File: config.mk
export PLATFORM = sky130hd
export DESIGN_NAME = icache_refill
export DESIGN_NICKNAME = d
export VERILOG_FILES = /design/src/rtl/icache_refill.sv
export SDC_FILE = /design/constraint.sdc
export NUM_CORES = 1
export LEC_CHECK = 0
export BUFFER_PORTS_ARGS = -buffer_cell sky130_fd_sc_hd__clkbuf_2
export CAP_MARGIN = 40
export CORE_MARGIN = 5
export CORE_UTILIZATION = 35
export DETAILED_ROUTE_END_ITERATION = 8
export PLACE_DENSITY_LB_ADDON = 0.1
export SYNTH_ARGS = -nofsm -noshare
export SYNTH_HDL_FRONTEND = slang
export SYNTH_SLANG_ARGS = --single-unit
File: constraint.sdc
create_clock -name clk -period 30.8 [get_ports clk]
set_clock_uncertainty 0.05 [all_clocks]
set_input_delay 6.16 -clock clk [delete_from_list [all_inputs] [get_ports clk]]
set_output_delay 6.16 -clock clk [all_outputs]
set_load 0.03 [all_outputs]
File: src/rtl/icache_refill.sv
`default_nettype none
// ============================================================================
// Module  : icache_refill
// Brief   : Instruction-cache miss refill engine. Reads one block byte-by-byte
//           from the 8-bit RAM port and delivers it as a single fill write.
// Rev     : 1.0  initial release
// ============================================================================
module icache_refill #(
  parameter  int ADDR_W           = 32,
  parameter  int ICACHE_BLK_INSTR = 16,
  localparam int BLK_BYTES        = 4 * ICACHE_BLK_INSTR,
  localparam int BLK_BITS         = 8 * BLK_BYTES
) (
  input  logic                clk,
  input  logic                rst_in,
  input  logic                rdy_in,
  input  logic                clear,
  input  logic                miss_en,
  input  logic [ADDR_W-1:0]   miss_addr,
  output logic                busy,
  output logic                bus_req,
  input  logic                bus_gnt,
  output logic                ram_rd,
  output logic [ADDR_W-1:0]   ram_a,
  input  logic [7:0]          ram_din,
  output logic                fill_en,
  output logic [ADDR_W-1:0]   fill_addr,
  output logic [BLK_BITS-1:0] fill_data
);

  localparam int OFF_W = $clog2(BLK_BYTES);

  typedef enum logic [1:0] {
    S_IDLE = 2'd0,
    S_REQ  = 2'd1,
    S_READ = 2'd2,
    S_DONE = 2'd3
  } state_t;

  state_t                  r_state;
  logic [ADDR_W-1:OFF_W]   r_base;
  logic [OFF_W:0]          r_issue;
  logic [OFF_W-1:0]        r_recv;
  logic                    r_inflight;
  logic                    r_bus_req;
  logic                    r_fill_en;
  logic [ADDR_W-1:0]       r_fill_addr;
  logic [BLK_BITS-1:0]     r_fill_data;
  logic                    w_strobe;

  // Block offset bits of the miss PC are dropped by alignment.
  logic w_unused_ok;
  assign w_unused_ok = &{1'b0, miss_addr[OFF_W-1:0]};

  // The MSB of r_issue marks that every byte of the block has been requested.
  assign w_strobe = (r_state == S_READ) && rdy_in && !r_issue[OFF_W];

  always_comb begin
    ram_rd = w_strobe;
    ram_a  = '0;
    if (w_strobe) ram_a = {r_base, r_issue[OFF_W-1:0]};
  end

  assign busy      = (r_state != S_IDLE);
  assign bus_req   = r_bus_req;
  assign fill_en   = r_fill_en;
  assign fill_addr = r_fill_addr;
  assign fill_data = r_fill_data;

  always_ff @(posedge clk or posedge rst_in) begin
    if (rst_in) begin
      r_state     <= S_IDLE;
      r_base      <= '0;
      r_issue     <= '0;
      r_recv      <= '0;
      r_inflight  <= 1'b0;
      r_bus_req   <= 1'b0;
      r_fill_en   <= 1'b0;
      r_fill_addr <= '0;
      r_fill_data <= '0;
    end else begin
      r_fill_en  <= 1'b0;
      r_inflight <= 1'b0;
      case (r_state)
        S_IDLE: begin
          if (miss_en && !clear && rdy_in) begin
            r_base    <= miss_addr[ADDR_W-1:OFF_W];
            r_bus_req <= 1'b1;
            r_state   <= S_REQ;
          end
        end
        S_REQ: begin
          if (clear) begin
            r_bus_req <= 1'b0;
            r_state   <= S_IDLE;
          end else if (rdy_in && bus_gnt) begin
            r_issue <= '0;
            r_recv  <= '0;
            r_state <= S_READ;
          end
        end
        S_READ: begin
          if (clear) begin
            r_bus_req <= 1'b0;
            r_state   <= S_IDLE;
          end else begin
            r_inflight <= w_strobe;
            if (w_strobe) r_issue <= r_issue + 1'b1;
            // Capture is not gated by rdy_in: the RAM has already driven the byte.
            if (r_inflight) begin
              r_fill_data[{r_recv, 3'b000} +: 8] <= ram_din;
              r_recv <= r_recv + 1'b1;
              if (&r_recv) begin
                r_bus_req   <= 1'b0;
                r_fill_en   <= 1'b1;
                r_fill_addr <= {r_base, {OFF_W{1'b0}}};
                r_state     <= S_DONE;
              end
            end
          end
        end
        S_DONE: begin
          r_state <= S_IDLE;
        end
        default: r_state <= S_IDLE;
      endcase
    end
  end

endmodule
`default_nettype wire

==> key figures, run 1 <==
Outcome
  • Result of the run: finished clean

Route
  • Via count normalized by instance count: between 5 and 6
  • Count of vias placed by the detailed router: 16300
  • Number of antenna-violating nets in the routed design: 0
  • First-pass DRT Iterations: 5
  • Routed wire length: between 80 and 90 mm
  • Number of DRC markers in iteration 0: ~800
  • Drt drc: 0
  • Routed length per placed instance: between 20 and 25 um

Synth
  • Top cells by instance count after synthesis: dfrtp_1, mux2_2, nand2_1
  • Yosys top cell by area: dfrtp_1
  • Post-synth EDFFs: 0
  • Portion of synthesized cell area occupied by the leading cell type: 0.613
  • Share of synthesized cell area in full adder, half adder and majority cells: 0.00421
  • Synth warn: 0
  • Sequential-to-total area share from yosys stat: 0.613
  • Dominant combinational cell family by area after synthesis: multiplexers
  • Fraction of synthesized cell area in xor and xnor cells: 0.00289
  • Instance count of the mapped netlist: about 1700
  • Fraction of registers with async set or reset after synthesis: 1.00
  • Count of cell types in the netlist: 64
  • FF+latch count, synth: slightly below 600
  • Complex-gate fraction of the synthesized area: 0.0370
  • Netlist area before placement: roughly 24000 um2
  • Mux share of post-synthesis cell area: 0.239
  • Fraction of the mapped netlist area in simple logic gates: 0.0837
  • Most instantiated flip-flop cell in the synthesis netlist: dfrtp_1
  • Post-synthesis area per instance: around 14 um2
  • Count leader, synth: dfrtp_1
  • Largest cells by area after synthesis: dfrtp_1, mux2_2, and2_1, nand2_1, o31ai_1

Global route
  • First-pass GRT wire length: between 100 and 150 mm
  • Maximum number of pins on one net before global-route repair: 113
  • Via count of the first global-routing pass: roughly 17000
  • Number of antenna violations at the first check in global routing: 3
  • Total Routing Usage GR: 0.216
  • Grt total ovfl: 0

Timing
  • Setup violation total in the final timing report: 0
  • Unrepaired setup endpoints after global routing: no
  • Fmax: 75.0 MHz
  • Setup slack after layout: 17.46 ns
  • Count of final hold-check violations: 0
  • Period utilisation layout: 0.433
  • Post-layout min period: ~13 ns
  • Worst-Margin Slew: 0.890 ns
  • Final sum of negative setup slack: 0 ns
  • Normalized max-slew margin: 0.402
  • Final slew viol count: 0

Placed design
  • Buffers on Ports: ~610
  • Post-Place Worst Slack: about 17 ns
  • Routability Congestion: 0.788
  • Cells after DPL: between 3000 and 4000
  • Total placed instance area: between 20000 and 30000 um2
  • HPWL after detailed placement: between 50 and 60 mm

CTS
  • Clk Latency, worst-skew pair: approximately 0.59 ns
  • Buffers inserted during post-CTS setup optimization: 0
  • Clock Tree Root: clkbuf_16
  • Number of hold buffers added after CTS: 0
  • TritonCTS buffer count: 68
  • CTS tree: done
  • Clock sink total: slightly below 600
  • Resized cells post-CTS: 0
  • H-tree depth: 3
  • Longest Clk Path Bufs: 3
  • Clock-pin transition on the worst setup and hold timing paths: 0.05 ns

Pwr
  • Worst IR drop on VDD: 55.8 uV
  • Power density over the cells: between 60 and 70 nW/um2
  • Leakage: ~0.016 uW
  • Power Total: around 2000 uW

Finish
  • Antenna diode count: 0
  • Count of non-filler cells in the finished layout: 3259
  • Number of nets in the finished design: 2392
  • Area of all placed cells without fillers: roughly 30000 um2
  • Fraction of final layout cells with drive strength greater than 1: 0.549
  • Synth-to-Final Area Change: 27.0%
  • Fillers: roughly 6300

Die
  • Core area: 67300 um2
  • Effective utilization at floorplan: 0.353
  • Rows: 95
  • Die W: 271 um
  • Io pins: roughly 630
  • DIE HEIGHT: ~270 um
  • Overall die area: roughly 73000 um2

Job
  • Max-Cap Viols: 0

Worst setup path
  • Endpoint kind of the worst setup timing path: output pin
  • Crit-path max cell delay: approximately 0.21 ns
  • Source of the critical timing path: rdy_in
  • Critical path launch point type: input port
  • Maximum fanout along the worst path: 33
  • Type of the worst setup path: input port to output pin
  • Library cell contributing the largest single delay on the critical path: clkbuf_2
  • Cell occurring most often along the worst timing path: clkbuf_2
  • List of cells traversed by the critical path: clkbuf_2 > nand2_1 > nor2_2 > buf_8 > and2_1 > clkbuf_2
  • Worst reg2reg path startpoint: r_recv[0]
  • Req. time, crit path: between 20 and 25 ns
  • Arrival time at the worst endpoint: just over 7 ns

Worst hold path
  • Min-delay src: fill_data[510]
  • Worst min path class: register to register
==> registers in the layout (all words and copies together), names as in the netlist <==
name / count
bus_req: 1
fill_addr: 26
fill_data: 512
fill_en: 1
r_base: 26
r_inflight: 1
r_issue: 7
r_recv: 6
r_state: 2
==> metal layers <==
metal	track usage	wire length, um	up-vias	share of wire
li1	-	-	7280	-
met1	0.264	32700	8456	0.40
met2	0.376	40900	466	0.51
met3	0.0549	4530	126	0.056
met4	0.0648	2610	2	0.032
met5	0	12	-	0.00015
==> critical path, delay by kind of cell <==
kind                   cells  cell delay [ns]
buffers and inverters      3             0.54
AND/OR/NAND/NOR            3             0.41
==> cells by family (layout without fill, tap and decap cells) <==
kind of cell,after synthesis,in the layout
other,1,6
adder cells (fa/ha/maj),8,8
buffers and inverters,117,788
flip-flops,582,582
AND/OR/NAND/NOR,370,370
multiplexers,505,505
AO/OA/AOI/OAI,120,120
XOR/XNOR,7,7
==> layout make-up <==
| class | instances | area, um2 | share of cell area |
|---|---|---|---|
| clock buffers | 99 | 2010 | 0.0665 |
| flip-flops and latches | 582 | 14600 | 0.482 |
| inverters | 14 | 60.1 | 0.00199 |
| clock inverters | 19 | 215 | 0.00713 |
| repair buffers | 656 | 3490 | 0.115 |
| well taps | 873 | 1090 | 0.0362 |
| multi-input cells | 1016 | 8770 | 0.290 |
==> path summary, 6_finish.rpt <==
kind                                        to  slack (ns)  cells past startpoint
worst max-delay path                  ram_a[2]       17.46                      6
worst min register to register  fill_data[510]        0.42                      2
worst max register to register  fill_data[257]       26.40                      7
min in group asynchronous        fill_data[12]        5.45                      2
worst min-delay path            fill_data[510]        0.42                      2
max in group asynchronous       fill_data[117]       22.86                      5
==> cells in the final DEF (no fill, tap or decap), types with 4 or more instances in the layout <==
cell type  count
inv_1         13
nor2_1        46
nand4_1        9
nand2_1      108
buf_4         37
o31ai_1       41
a21o_1        18
nor3b_1        4
nor2b_1        4
and2_1        68
o211ai_1       5
nand2b_1       7
o22ai_1        5
bufinv_16      4
dfrtp_1      582
nand3_1       16
and3_1         9
nand3_2       13
nor2_2         9
clkbuf_2     613
clkbuf_16     69
a21oi_1       11
clkinv_2       9
clkbuf_1      13
mux2_2       500
ha_1           8
o21ai_0       18
or3_1          4
conb_1         6
clkbuf_8      17
nand2_2        6
nor3_1        47
buf_16         4
==> through the flow <==
step	hold slack (ns)	util
global route	0.447	0.449
finish	0.424	0.449
CTS	0.430	0.449
detailed placement	0.418	0.416
global placement	0.411	0.413
floorplan	0.402	-
==> power by group <==
part	switching, uW	total, uW	internal [uW]
Clock	318	804	486
Combinational	276	367	91.2
Sequential	29.3	817	788
Power figures use the tool's default switching activity.
==> run 2, diff against run 1 <==
==> constraint.sdc (replaced) <==
create_clock -name clk -period 11.9 [get_ports clk]
set_clock_uncertainty 0.05 [all_clocks]
set_input_delay 2.38 -clock clk [delete_from_list [all_inputs] [get_ports clk]]
set_output_delay 2.38 -clock clk [all_outputs]
set_load 0.03 [all_outputs]
==> key figures, run 2 (synthesized netlist as in run 1, its figures left out) <==
Outcome
  • Result of the run: finished clean (unchanged)

Placed design
  • Cells after DPL: 3137 (was 3141)
  • Routability Congestion: 0.795 (was 0.788)
  • HPWL after detailed placement: 57.2 mm (was 57.4 mm)
  • Buffers on Ports: 613 (unchanged)
  • Post-Place Worst Slack: 6.10 ns (was 17.48 ns)

Timing
  • Unrepaired setup endpoints after global routing: no (unchanged)
  • Hold Slack: 0.429 ns (was 0.424 ns)
  • Count of final hold-check violations: 0 (unchanged)
  • Post-layout min period: around 5.8 ns
  • Setup slack after layout: 6.10 ns (was 17.46 ns)
  • Fmax: roughly 170 MHz
  • Setup violation total in the final timing report: 0 (unchanged)
  • Final sum of negative setup slack: 0 ns (unchanged)
  • Period utilisation layout: 0.487
  • Final slew viol count: 0 (unchanged)
  • Worst-Margin Slew: 0.929 ns (was 0.890 ns)
  • Normalized max-slew margin: 0.381 (was 0.402)

CTS
  • Clock sink total: 582 (unchanged)
  • Resized cells post-CTS: 0 (unchanged)
  • Number of hold buffers added after CTS: 0 (unchanged)
  • Buffers inserted during post-CTS setup optimization: 0 (unchanged)
  • H-tree depth: 3 (unchanged)
  • TritonCTS buffer count: 67 (was 68)
  • Clock-pin transition on the worst setup and hold timing paths: 0.06 ns (was 0.05 ns)
  • CTS tree: done (unchanged)
  • Longest Clk Path Bufs: 3 (unchanged)
  • Clock Tree Root: clkbuf_16 (unchanged)
  • Clk Latency, worst-skew pair: 0.58 ns (was 0.59 ns)

Pwr
  • Part of the power in combinational logic: 0.182 (was 0.185)
  • Power density over the cells: 171 nW/um2 (was 65.8 nW/um2)
  • Leakage: 0.0162 uW (about the same)
  • Worst IR drop on VDD: 131 uV (was 55.8 uV)
  • Net switching fraction of the power: 0.315 (was 0.314)
  • Net switching component of the power: 1630 uW (was 623 uW)
  • Part of the total power dissipated in the clock network: 0.410 (was 0.404)
  • Relative contribution of sequential cells to total power: 0.408 (was 0.411)
  • Internal: 3550 uW (was 1360 uW)

Route
  • Routed length on met1: 32.3 mm (was 32.7 mm)
  • Detail Route met3 WL: 4.63 mm (was 4.53 mm)
  • Amount of wire on met2 after detailed routing: 40.6 mm (was 40.9 mm)
  • Routed length per placed instance: 24.5 um (was 24.8 um)
  • First-pass DRT Iterations: 4 (was 5)
  • Number of DRC markers in iteration 0: 810 (was 798)
  • Number of antenna-violating nets in the routed design: 0 (unchanged)
  • Drt drc: 0 (unchanged)
  • Highest metal layer with signal wires: met5 (unchanged)
  • Via count normalized by instance count: 5.03 (was 5.01)
  • Routed wire length: 80.0 mm (was 80.7 mm)
  • Count of vias placed by the detailed router: 16400 (was 16300)

Die
  • Die W: 271 um (unchanged)
  • Core area: 67300 um2 (unchanged)
  • Rows: 95 (unchanged)
  • DIE HEIGHT: 271 um (unchanged)
  • Io pins: 626 (unchanged)
  • Overall die area: 73200 um2 (unchanged)
  • Effective utilization at floorplan: 0.353 (unchanged)

Worst setup path
  • Arrival time at the worst endpoint: 3.37 ns (was 7.13 ns)
  • Endpoint kind of the worst setup timing path: output pin (unchanged)
  • Setup slack on the worst flop-to-flop path: 7.60 ns (was 26.40 ns)
  • Critical path launch point type: input port (unchanged)
  • Type of the worst setup path: input port to output pin (unchanged)
  • Maximum fanout along the worst path: 33 (unchanged)
  • Req. time, crit path: 9.47 ns (was 24.59 ns)

Finish
  • Synth-to-Final Area Change: 27.1% (was 27.0%)
  • Number of flip-flops in the largest register: 512 (unchanged)
  • Count of non-filler cells in the finished layout: 3261 (was 3259)
  • Most frequent standard cell in the layout excluding fill and tap cells: clkbuf_2 (unchanged)
  • Fraction of final layout cells with drive strength greater than 1: 0.550 (was 0.549)
  • Highest-count cells in the layout ignoring fill and taps: clkbuf_2, dfrtp_1, mux2_2 (unchanged)
  • Number of nets in the finished design: 2387 (was 2392)

Global route
  • Number of antenna violations at the first check in global routing: 6 (was 3)
  • Grt total ovfl: 0 (unchanged)
  • Total Routing Usage GR: 0.214 (was 0.216)
  • Via count of the first global-routing pass: 17500 (about the same)
  • First-pass GRT wire length: 120 mm (about the same)
  • Maximum number of pins on one net before global-route repair: 165 (was 113)

Job
  • Max-Cap Viols: 0 (unchanged)

Worst hold path
  • Worst min path class: register to register (unchanged)
[run 2: cell types whose count changed in the layout (fill, tap and decap cells not counted), moves of 2 or more]
cell | previous run | this run
buf_12 | 0 | 3
diode_2 | 0 | 2
clkinv_8 | 0 | 3
buf_4 | 37 | 33
clkinv_4 | 1 | 3
clkbuf_8 | 17 | 14
buf_16 | 4 | 1
clkinv_2 | 9 | 11
[run 2: worst max-delay path, cell delays in order]
cell and delay (ns):
clkbuf_2 0.13, nand2_1 0.09, nor2_2 0.17, buf_8 0.20
and2_1 0.16, clkbuf_2 0.21
[run 2: power groups by stage]
stage          clock network, uW  logic (uW)  registers, uW
2_1_floorplan                  0         640           2110
3_3_place_gp                   0         927           2150
4_1_cts                     2180         967           2110
6_report                    2120         946           2110
5_1_grt                     2270        1030           2120
3_5_place_dp                   0         965           2150
[run 2: through the flow]
step	total power, uW	util	instance area, um2
CTS	5260	0.449	30200
global route	5420	0.449	30200
finish	5180	0.449	30200
floorplan	2750	-	23800
detailed placement	3110	0.415	27900
global placement	3080	0.413	27800
[run 2: worst paths after layout]
| path | start | endpoint | depth (start not counted) |
|---|---|---|---|
| worst max-delay path | rdy_in | ram_a[5] | 6 |
| worst min-delay path | fill_data[218] | fill_data[218] | 2 |
| worst max register to register | r_recv[0] | fill_data[231] | 7 |
| worst min register to register | fill_data[218] | fill_data[218] | 2 |
| max in group asynchronous | rst_in | fill_data[151] | 6 |
| min in group asynchronous | rst_in | fill_data[25] | 3 |
[run 2: cell type report]
type | count | area [um2]
Tap cell | 873 | 1090
Sequential cell | 582 | 14600
Fill cell | 6265 | 37000
Clock inverter | 25 | 305
Antenna cell | 2 | 5.00
Timing Repair Buffer | 652 | 3430
Inverter | 14 | 56.3
Clock buffer | 97 | 1990
Multi-Input combinational cell | 1016 | 8780
[run 2: routing by layer]
layer / global-route usage / up-vias
met5: 0 / -
met4: 0.0673 / 4
met3: 0.0540 / 117
met2: 0.369 / 486
met1: 0.267 / 8525
li1: - / 7271
